### src/rtl/enc_8b10b_if.sv
// Symbol bus between framer, 8b/10b encoder and serializer.
// The slave view belongs to the encoder; the master view drives it.
interface enc_8b10b_if;
    logic       in_valid;
    logic       in_ready;
    logic [7:0] in_data;
    logic       in_is_k;
    logic       out_valid;
    logic       out_ready;
    logic [9:0] out_code;
    logic       out_rd;
    logic       code_err;

    modport slave (
        input  in_valid, in_data, in_is_k, out_ready,
        output in_ready, out_valid, out_code, out_rd, code_err
    );

    modport master (
        output in_valid, in_data, in_is_k, out_ready,
        input  in_ready, out_valid, out_code, out_rd, code_err
    );
endinterface

### src/rtl/enc_8b10b.sv
// Registered 8b/10b encoder with one pipeline stage and running-disparity tracking.
// Optional macro ENC8B10B_KCHECK_EN: illegal control bytes become K28.5 and raise code_err.
module enc_8b10b #(
    parameter logic RD_INIT = 1'b0
) (
    input  logic          clk,
    input  logic          rst_n,
    enc_8b10b_if.slave    bus
);

    // RD- form of the 5b/6b sub-block (abcdei)
    function automatic logic [5:0] f_6b(input logic [4:0] x);
        case (x)
            5'd0:    f_6b = 6'b100111;
            5'd1:    f_6b = 6'b011101;
            5'd2:    f_6b = 6'b101101;
            5'd3:    f_6b = 6'b110001;
            5'd4:    f_6b = 6'b110101;
            5'd5:    f_6b = 6'b101001;
            5'd6:    f_6b = 6'b011001;
            5'd7:    f_6b = 6'b111000;
            5'd8:    f_6b = 6'b111001;
            5'd9:    f_6b = 6'b100101;
            5'd10:   f_6b = 6'b010101;
            5'd11:   f_6b = 6'b110100;
            5'd12:   f_6b = 6'b001101;
            5'd13:   f_6b = 6'b101100;
            5'd14:   f_6b = 6'b011100;
            5'd15:   f_6b = 6'b010111;
            5'd16:   f_6b = 6'b011011;
            5'd17:   f_6b = 6'b100011;
            5'd18:   f_6b = 6'b010011;
            5'd19:   f_6b = 6'b110010;
            5'd20:   f_6b = 6'b001011;
            5'd21:   f_6b = 6'b101010;
            5'd22:   f_6b = 6'b011010;
            5'd23:   f_6b = 6'b111010;
            5'd24:   f_6b = 6'b110011;
            5'd25:   f_6b = 6'b100110;
            5'd26:   f_6b = 6'b010110;
            5'd27:   f_6b = 6'b110110;
            5'd28:   f_6b = 6'b001110;
            5'd29:   f_6b = 6'b101110;
            5'd30:   f_6b = 6'b011110;
            5'd31:   f_6b = 6'b101011;
            default: f_6b = 6'b000000;
        endcase
    endfunction

    // RD- form of the 3b/4b sub-block (fghj); alt selects A7 over P7
    function automatic logic [3:0] f_4b(input logic [2:0] y, input logic alt);
        case (y)
            3'd0:    f_4b = 4'b1011;
            3'd1:    f_4b = 4'b1001;
            3'd2:    f_4b = 4'b0101;
            3'd3:    f_4b = 4'b1100;
            3'd4:    f_4b = 4'b1101;
            3'd5:    f_4b = 4'b1010;
            3'd6:    f_4b = 4'b0110;
            3'd7:    f_4b = alt ? 4'b0111 : 4'b1110;
            default: f_4b = 4'b0000;
        endcase
    endfunction

    function automatic logic [2:0] f_ones6(input logic [5:0] v);
        f_ones6 = 3'd0;
        for (int i = 0; i < 6; i++) begin
            f_ones6 = f_ones6 + {2'b00, v[i]};
        end
    endfunction

    logic       w_in_xfer;
    logic       w_k_legal;
    logic [7:0] w_sym;
    logic       w_k;
    logic [4:0] w_x;
    logic [2:0] w_y;
    logic       w_k28;
    logic [5:0] w_6b_raw;
    logic       w_6b_unbal;
    logic [5:0] w_6b;
    logic       w_rd6;
    logic       w_alt;
    logic [3:0] w_4b_raw;
    logic       w_4b_unbal;
    logic       w_4b_inv;
    logic [3:0] w_4b;
    logic       w_rd_next;

    logic       r_out_valid;
    logic [9:0] r_out_code;
    logic       r_rd;

    assign w_in_xfer = bus.in_valid && bus.in_ready;

    // K behaviour is tied to the legal shapes (K28.y, K23/27/29/30.7), so other K bytes fall through as D
    assign w_k_legal = bus.in_is_k &&
                       ((bus.in_data[4:0] == 5'd28) ||
                        ((bus.in_data[7:5] == 3'd7) &&
                         ((bus.in_data[4:0] == 5'd23) || (bus.in_data[4:0] == 5'd27) ||
                          (bus.in_data[4:0] == 5'd29) || (bus.in_data[4:0] == 5'd30))));

`ifdef ENC8B10B_KCHECK_EN
    logic w_bad_k;
    logic r_code_err;

    assign w_bad_k = bus.in_is_k && !w_k_legal;
    assign w_sym   = w_bad_k ? 8'hBC : bus.in_data;
    assign w_k     = bus.in_is_k;

    // Error flag shares the lifetime of the code it accompanies
    always_ff @(posedge clk or negedge rst_n) begin
        if (!rst_n) begin
            r_code_err <= 1'b0;
        end else if (w_in_xfer) begin
            r_code_err <= w_bad_k;
        end else begin
            r_code_err <= r_code_err;
        end
    end

    assign bus.code_err = r_code_err;
`else
    assign w_sym        = bus.in_data;
    assign w_k          = w_k_legal;
    assign bus.code_err = 1'b0;
`endif

    // Two-stage encode: 6b sub-block sets the RD seen by the 4b sub-block
    always_comb begin
        w_x        = w_sym[4:0];
        w_y        = w_sym[7:5];
        w_k28      = w_k && (w_x == 5'd28);
        w_6b_raw   = w_k28 ? 6'b001111 : f_6b(w_x);
        w_6b_unbal = (f_ones6(w_6b_raw) != 3'd3);
        w_6b       = (r_rd && (w_6b_unbal || (w_x == 5'd7))) ? ~w_6b_raw : w_6b_raw;
        w_rd6      = r_rd ^ w_6b_unbal;
        w_alt      = w_k ||
                     (!w_rd6 && ((w_x == 5'd17) || (w_x == 5'd18) || (w_x == 5'd20))) ||
                     ( w_rd6 && ((w_x == 5'd11) || (w_x == 5'd13) || (w_x == 5'd14)));
        w_4b_raw   = f_4b(w_y, w_alt);
        w_4b_unbal = (f_ones6({2'b00, w_4b_raw}) != 3'd2);
        // Neutral K28 fghj patterns are the inverse polarity of their D counterparts
        if (w_k28 && !w_4b_unbal && (w_y != 3'd3)) begin
            w_4b_inv = !w_rd6;
        end else begin
            w_4b_inv = w_rd6 && (w_4b_unbal || (w_y == 3'd3));
        end
        w_4b       = w_4b_inv ? ~w_4b_raw : w_4b_raw;
        w_rd_next  = w_rd6 ^ w_4b_unbal;
    end

    // Output stage and running disparity; a stalled beat holds everything
    always_ff @(posedge clk or negedge rst_n) begin
        if (!rst_n) begin
            r_out_valid <= 1'b0;
            r_out_code  <= 10'd0;
            r_rd        <= RD_INIT;
        end else if (w_in_xfer) begin
            r_out_valid <= 1'b1;
            r_out_code  <= {w_6b, w_4b};
            r_rd        <= w_rd_next;
        end else if (r_out_valid && bus.out_ready) begin
            r_out_valid <= 1'b0;
            r_out_code  <= r_out_code;
            r_rd        <= r_rd;
        end else begin
            r_out_valid <= r_out_valid;
            r_out_code  <= r_out_code;
            r_rd        <= r_rd;
        end
    end

    assign bus.in_ready  = !r_out_valid || bus.out_ready;
    assign bus.out_valid = r_out_valid;
    assign bus.out_code  = r_out_code;
    assign bus.out_rd    = r_rd;

endmodule

### src/flat_wrapper.sv
// flat-port wrapper written by rule: the top's interface ports become plain ports
module enc_8b10b_flat 
#(
    parameter logic RD_INIT = 1'b0
)
  (clk, rst_n, bus_in_valid, bus_in_data, bus_in_is_k, bus_out_ready, bus_in_ready, bus_out_valid, bus_out_code, bus_out_rd, bus_code_err);
  enc_8b10b_if bus_i ();
  input  logic clk;
  input  logic rst_n;
  input wire logic [$bits(bus_i.in_valid)-1:0] bus_in_valid;
  input wire logic [$bits(bus_i.in_data)-1:0] bus_in_data;
  input wire logic [$bits(bus_i.in_is_k)-1:0] bus_in_is_k;
  input wire logic [$bits(bus_i.out_ready)-1:0] bus_out_ready;
  output wire logic [$bits(bus_i.in_ready)-1:0] bus_in_ready;
  output wire logic [$bits(bus_i.out_valid)-1:0] bus_out_valid;
  output wire logic [$bits(bus_i.out_code)-1:0] bus_out_code;
  output wire logic [$bits(bus_i.out_rd)-1:0] bus_out_rd;
  output wire logic [$bits(bus_i.code_err)-1:0] bus_code_err;
  assign bus_i.in_valid = bus_in_valid;
  assign bus_i.in_data = bus_in_data;
  assign bus_i.in_is_k = bus_in_is_k;
  assign bus_i.out_ready = bus_out_ready;
  assign bus_in_ready = bus_i.in_ready;
  assign bus_out_valid = bus_i.out_valid;
  assign bus_out_code = bus_i.out_code;
  assign bus_out_rd = bus_i.out_rd;
  assign bus_code_err = bus_i.code_err;
  enc_8b10b #(.RD_INIT(RD_INIT)) u_core (.clk(clk), .rst_n(rst_n), .bus(bus_i));
endmodule
### config.mk
export PLATFORM = sky130hd
export DESIGN_NAME = enc_8b10b_flat
export DESIGN_NICKNAME = d
export VERILOG_FILES = /design/src/rtl/enc_8b10b_if.sv /design/src/rtl/enc_8b10b.sv /design/src/flat_wrapper.sv
export SDC_FILE = /design/constraint.sdc
export NUM_CORES = 1
export LEC_CHECK = 0
export CAP_MARGIN = 5
export CORE_MARGIN = 8
export CORE_UTILIZATION = 32
export CTS_CLUSTER_SIZE = 24
export DETAILED_ROUTE_END_ITERATION = 10
export PLACE_DENSITY_LB_ADDON = 0.12
export SLEW_MARGIN = 0
export SYNTH_ARGS = -nofsm -noshare
export SYNTH_HDL_FRONTEND = slang
export SYNTH_SLANG_ARGS = --single-unit
### constraint.sdc
create_clock -name clk -period 6 [get_ports clk]
set_clock_uncertainty 0.2 [all_clocks]
set_input_delay 0.6 -clock clk [delete_from_list [all_inputs] [get_ports clk]]
set_output_delay 0.6 -clock clk [all_outputs]
set_load 0.02 [all_outputs]
==> results_dict.tcl <==
set metrics [dict create \
    async_reset_ff_share_pct 100 \
    via_per_inst 4.81 \
    clk_pin_slew_worst_paths_ns 0.05 \
    ant_nets 0 \
    ys_ff_latch 12 \
    area_growth_syn_to_layout_pct 97.4 \
    ys_top_cells_by_count "nand2_1 (20), o21ai_0 (15), dfrtp_1 (12), ha_1 (11), inv_1 (11)" \
    fmax_mhz 166 \
    cp_data_arrival_time_ns 5.94 \
    placed_cell_area_sq_mm 0.00195 \
    syn-num-nets 187 \
    fin_total_pwr_mw 0.709 \
    initial_core_util_pct 33.1 \
    hp-class "register to register" \
    synth_top_family_by_area "simple AND/OR/NAND/NOR gates" \
    drive_gt1_share_pct 51.7 \
    top_usage_layer "met2" \
    worstPathRequired_ns 5.92 \
    violations "setup timing" \
    slew_headroom_pct 57.7 \
    use_met3_pct 2.46 \
    use_met2_pct 23.2 \
    die_h_microns 80.1 \
    timing.final.ws_setup_ns -0.0251 \
    drv_slew 0 \
    ys_types 44 \
    run_status "finished, violations left" \
    finalCritPeriodShare_pct 100 \
    routed_wl_mm 4.47 \
    drt-initial-drc-count 30 \
    ctsRootBufferMaster "clkbuf_8" \
    postLayoutCoreUtil_pct 65.3 \
    synth_edf_count 0 \
    max_stage_delay_ns 0.50 \
    rsz0062_at_grt "true" \
    fin_area_sq_mm 0.00259 \
    synth-main-ff-cell "dfrtp_1" \
    setup_viol 1 \
    synth_xor_xnor_area_share_pct 9.33 \
    p_leak_nw 1.22 \
    start_kind "input pin" \
    maxCapViolCount 0 \
    row_count 23 \
    cts_sinks 12 \
    dr.pass1.iters 4 \
    dieWidth_microns 80.1 \
    synth_top_area_share_pct 22.9 \
    syn-instance-count 159 \
    antenna_found_initial 0 \
    min_period_ns 6.03 \
    finalNonFillerCells 321 \
    yosys.area_share.simple_pct 22.5 \
    synth.area.top_cells "dfrtp_1 (23%), ha_1 (10%), fa_1 (6.1%)" \
    synth_fa_ha_area_share_pct 16.6 \
    synth_compound_area_share_pct 19.0 \
    ys_seq_area_share_pct 22.9 \
    hold_viol 0 \
    critPathCaptureType "register" \
    critical_path_class "input pin to register" \
    cts_made_buffers 3 \
    worstPathMaxFanout 4 \
    grt_max_degree 25 \
    cts.hold.buffers_added 0 \
    syn_area_sq_mm 0.00131 \
    clk_latency_ns 0.24 \
    wl_per_cell_microns 13.9 \
    met1_usage_pct 14.8 \
    power.density_mw_per_mm2 273 \
    yosysWarnings 0 \
    grt_pass1_wl_mm 6.73 \
    worst_path_most_repeated_cell "inv_2" \
    fin_setup_tns_ns -0.0251 \
    drc 0 \
    yosysMostFrequentCell "nand2_1" \
    via_count 1545 \
    diodes 0 \
    grt_pass1_vias 1471 \
    io_pins 27 \
    gr-total-overflow 0 \
    slowest_stage "fa_1" \
    ir_worst_vdd_v 0.000101 \
    h-tree-depth 1 \
    synthMuxAreaShare_pct 3.14 \
    place_congestion 0.807 \
    grtUsageTotal_pct 13.0 \
    dp_cells 265 \
    fin_nets 300 \
    synth.avg_cell_area_sq_um 8.26 \
    yosys.area.top_type "dfrtp_1" \
    worstMarginPinSlew_ns 0.634 \
    core_sq_mm 0.00397 \
    place_hpwl_mm 2.76 \
    numPortBuffers 25 \
    die_area_sq_mm 0.00641 \
    clock_path_buffers 2 \
    tritoncts "done" \
]
## flip-flops by register name (all words and copies together) (netlist names)
| name | flops |
|---|---|
| u_core.bus.out_code | 10 |
| u_core.bus.out_rd | 1 |
| u_core.bus.out_valid | 1 |
## placed cells by master, fill, tap and decap left out, types with 3 or more instances in the layout
cell / netlist / routed
buf_4: 1 / 76
clkdlybuf4s50_1: 0 / 19
nand2_1: 20 / 18
buf_6: 1 / 16
dfrtp_1: 12 / 12
o21ai_0: 15 / 11
a21oi_1: 9 / 8
xor2_1: 9 / 7
ha_1: 11 / 6
inv_1: 11 / 5
nand2b_1: 7 / 5
xnor2_1: 5 / 5
ha_4: 0 / 5
inv_2: 0 / 4
nor2_1: 4 / 4
o21ai_2: 1 / 4
clkbuf_8: 0 / 4
nand3_1: 4 / 3
## report_power, final
group | switching, mW | internal [mW] | total (mW)
Combinational | 0.217 | 0.265 | 0.483
Sequential | 0.0230 | 0.119 | 0.142
Clock | 0.0272 | 0.0578 | 0.0850
## timing repair
| action | CTS | global route |
|---|---|---|
| buffers inserted | 39 | 12 |
| gates cloned | 1 | 0 |
| pin swaps | 13 | 21 |
| resized for setup | 28 | 45 |
| endpoints found under the hold margin | 0 | 0 |
| setup endpoints to repair | 5 | 6 |
## layer usage
layer	share of wire, %	up-vias
met3	4.7	10
met4	2.4	0
met2	51	37
li1	-	779
met5	0	-
met1	42	719
## per-stage QoR
stage	hold WS (ns)	setup WS, ns
after floorplan	0.104	-0.0461
after global placement	0.264	-0.607
after detailed placement	0.270	-0.705
after CTS	0.281	-0.0543
after global routing	0.303	-0.238
final	0.274	-0.0251
## area by class of cell
| cell class | count | area (sq um) |
|---|---|---|
| clock buffers | 4 | 55.1 |
| fillers | 313 | 1380 |
| inverters | 11 | 56.3 |
| multi-input cells | 128 | 1120 |
| flip-flops and latches | 12 | 300 |
| well taps | 50 | 62.6 |
| repair buffers | 116 | 1000 |
## final timing paths
path	to	startpoint	depth (start not counted)	slack (ns)
worst min register to register	u_core.bus.out_code[7]$_DFFE_PN0P_	u_core.bus.out_code[7]$_DFFE_PN0P_	2	0.27
worst max-delay path	u_core.bus.out_code[0]$_DFFE_PN0P_	bus_in_data[0]	28	-0.03
min in group asynchronous	u_core.bus.out_code[6]$_DFFE_PN0P_	rst_n	1	0.51
max in group asynchronous	u_core.bus.out_code[5]$_DFFE_PN0P_	rst_n	1	4.75
worst max register to register	u_core.bus.out_code[0]$_DFFE_PN0P_	u_core.bus.out_rd$_DFFE_PN0P_	15	2.50
worst min-delay path	u_core.bus.out_code[7]$_DFFE_PN0P_	u_core.bus.out_code[7]$_DFFE_PN0P_	2	0.27
## cell families (layout without fill, tap and decap cells)
logic type	after synthesis	count (layout)
AO/OA/AOI/OAI	41	41
XOR/XNOR	14	14
adder cells (fa/ha/maj)	15	15
buffers and inverters	19	131
flip-flops	12	12
multiplexers	4	4
other	1	1
AND/OR/NAND/NOR	53	53
## worst max-delay path, delay by kind of cell
kind | cells | cell delay (ns)
xor gates and xnor gates | 1 | 0.21
muxes | 4 | 0.90
adders and majority gates | 8 | 2.39
and+or+nand+nor | 5 | 0.93
buffers and inverters | 6 | 0.46
AOI/OAI and AO/OA | 4 | 0.42
No activity file was read; power rests on OpenSTA's default activity.
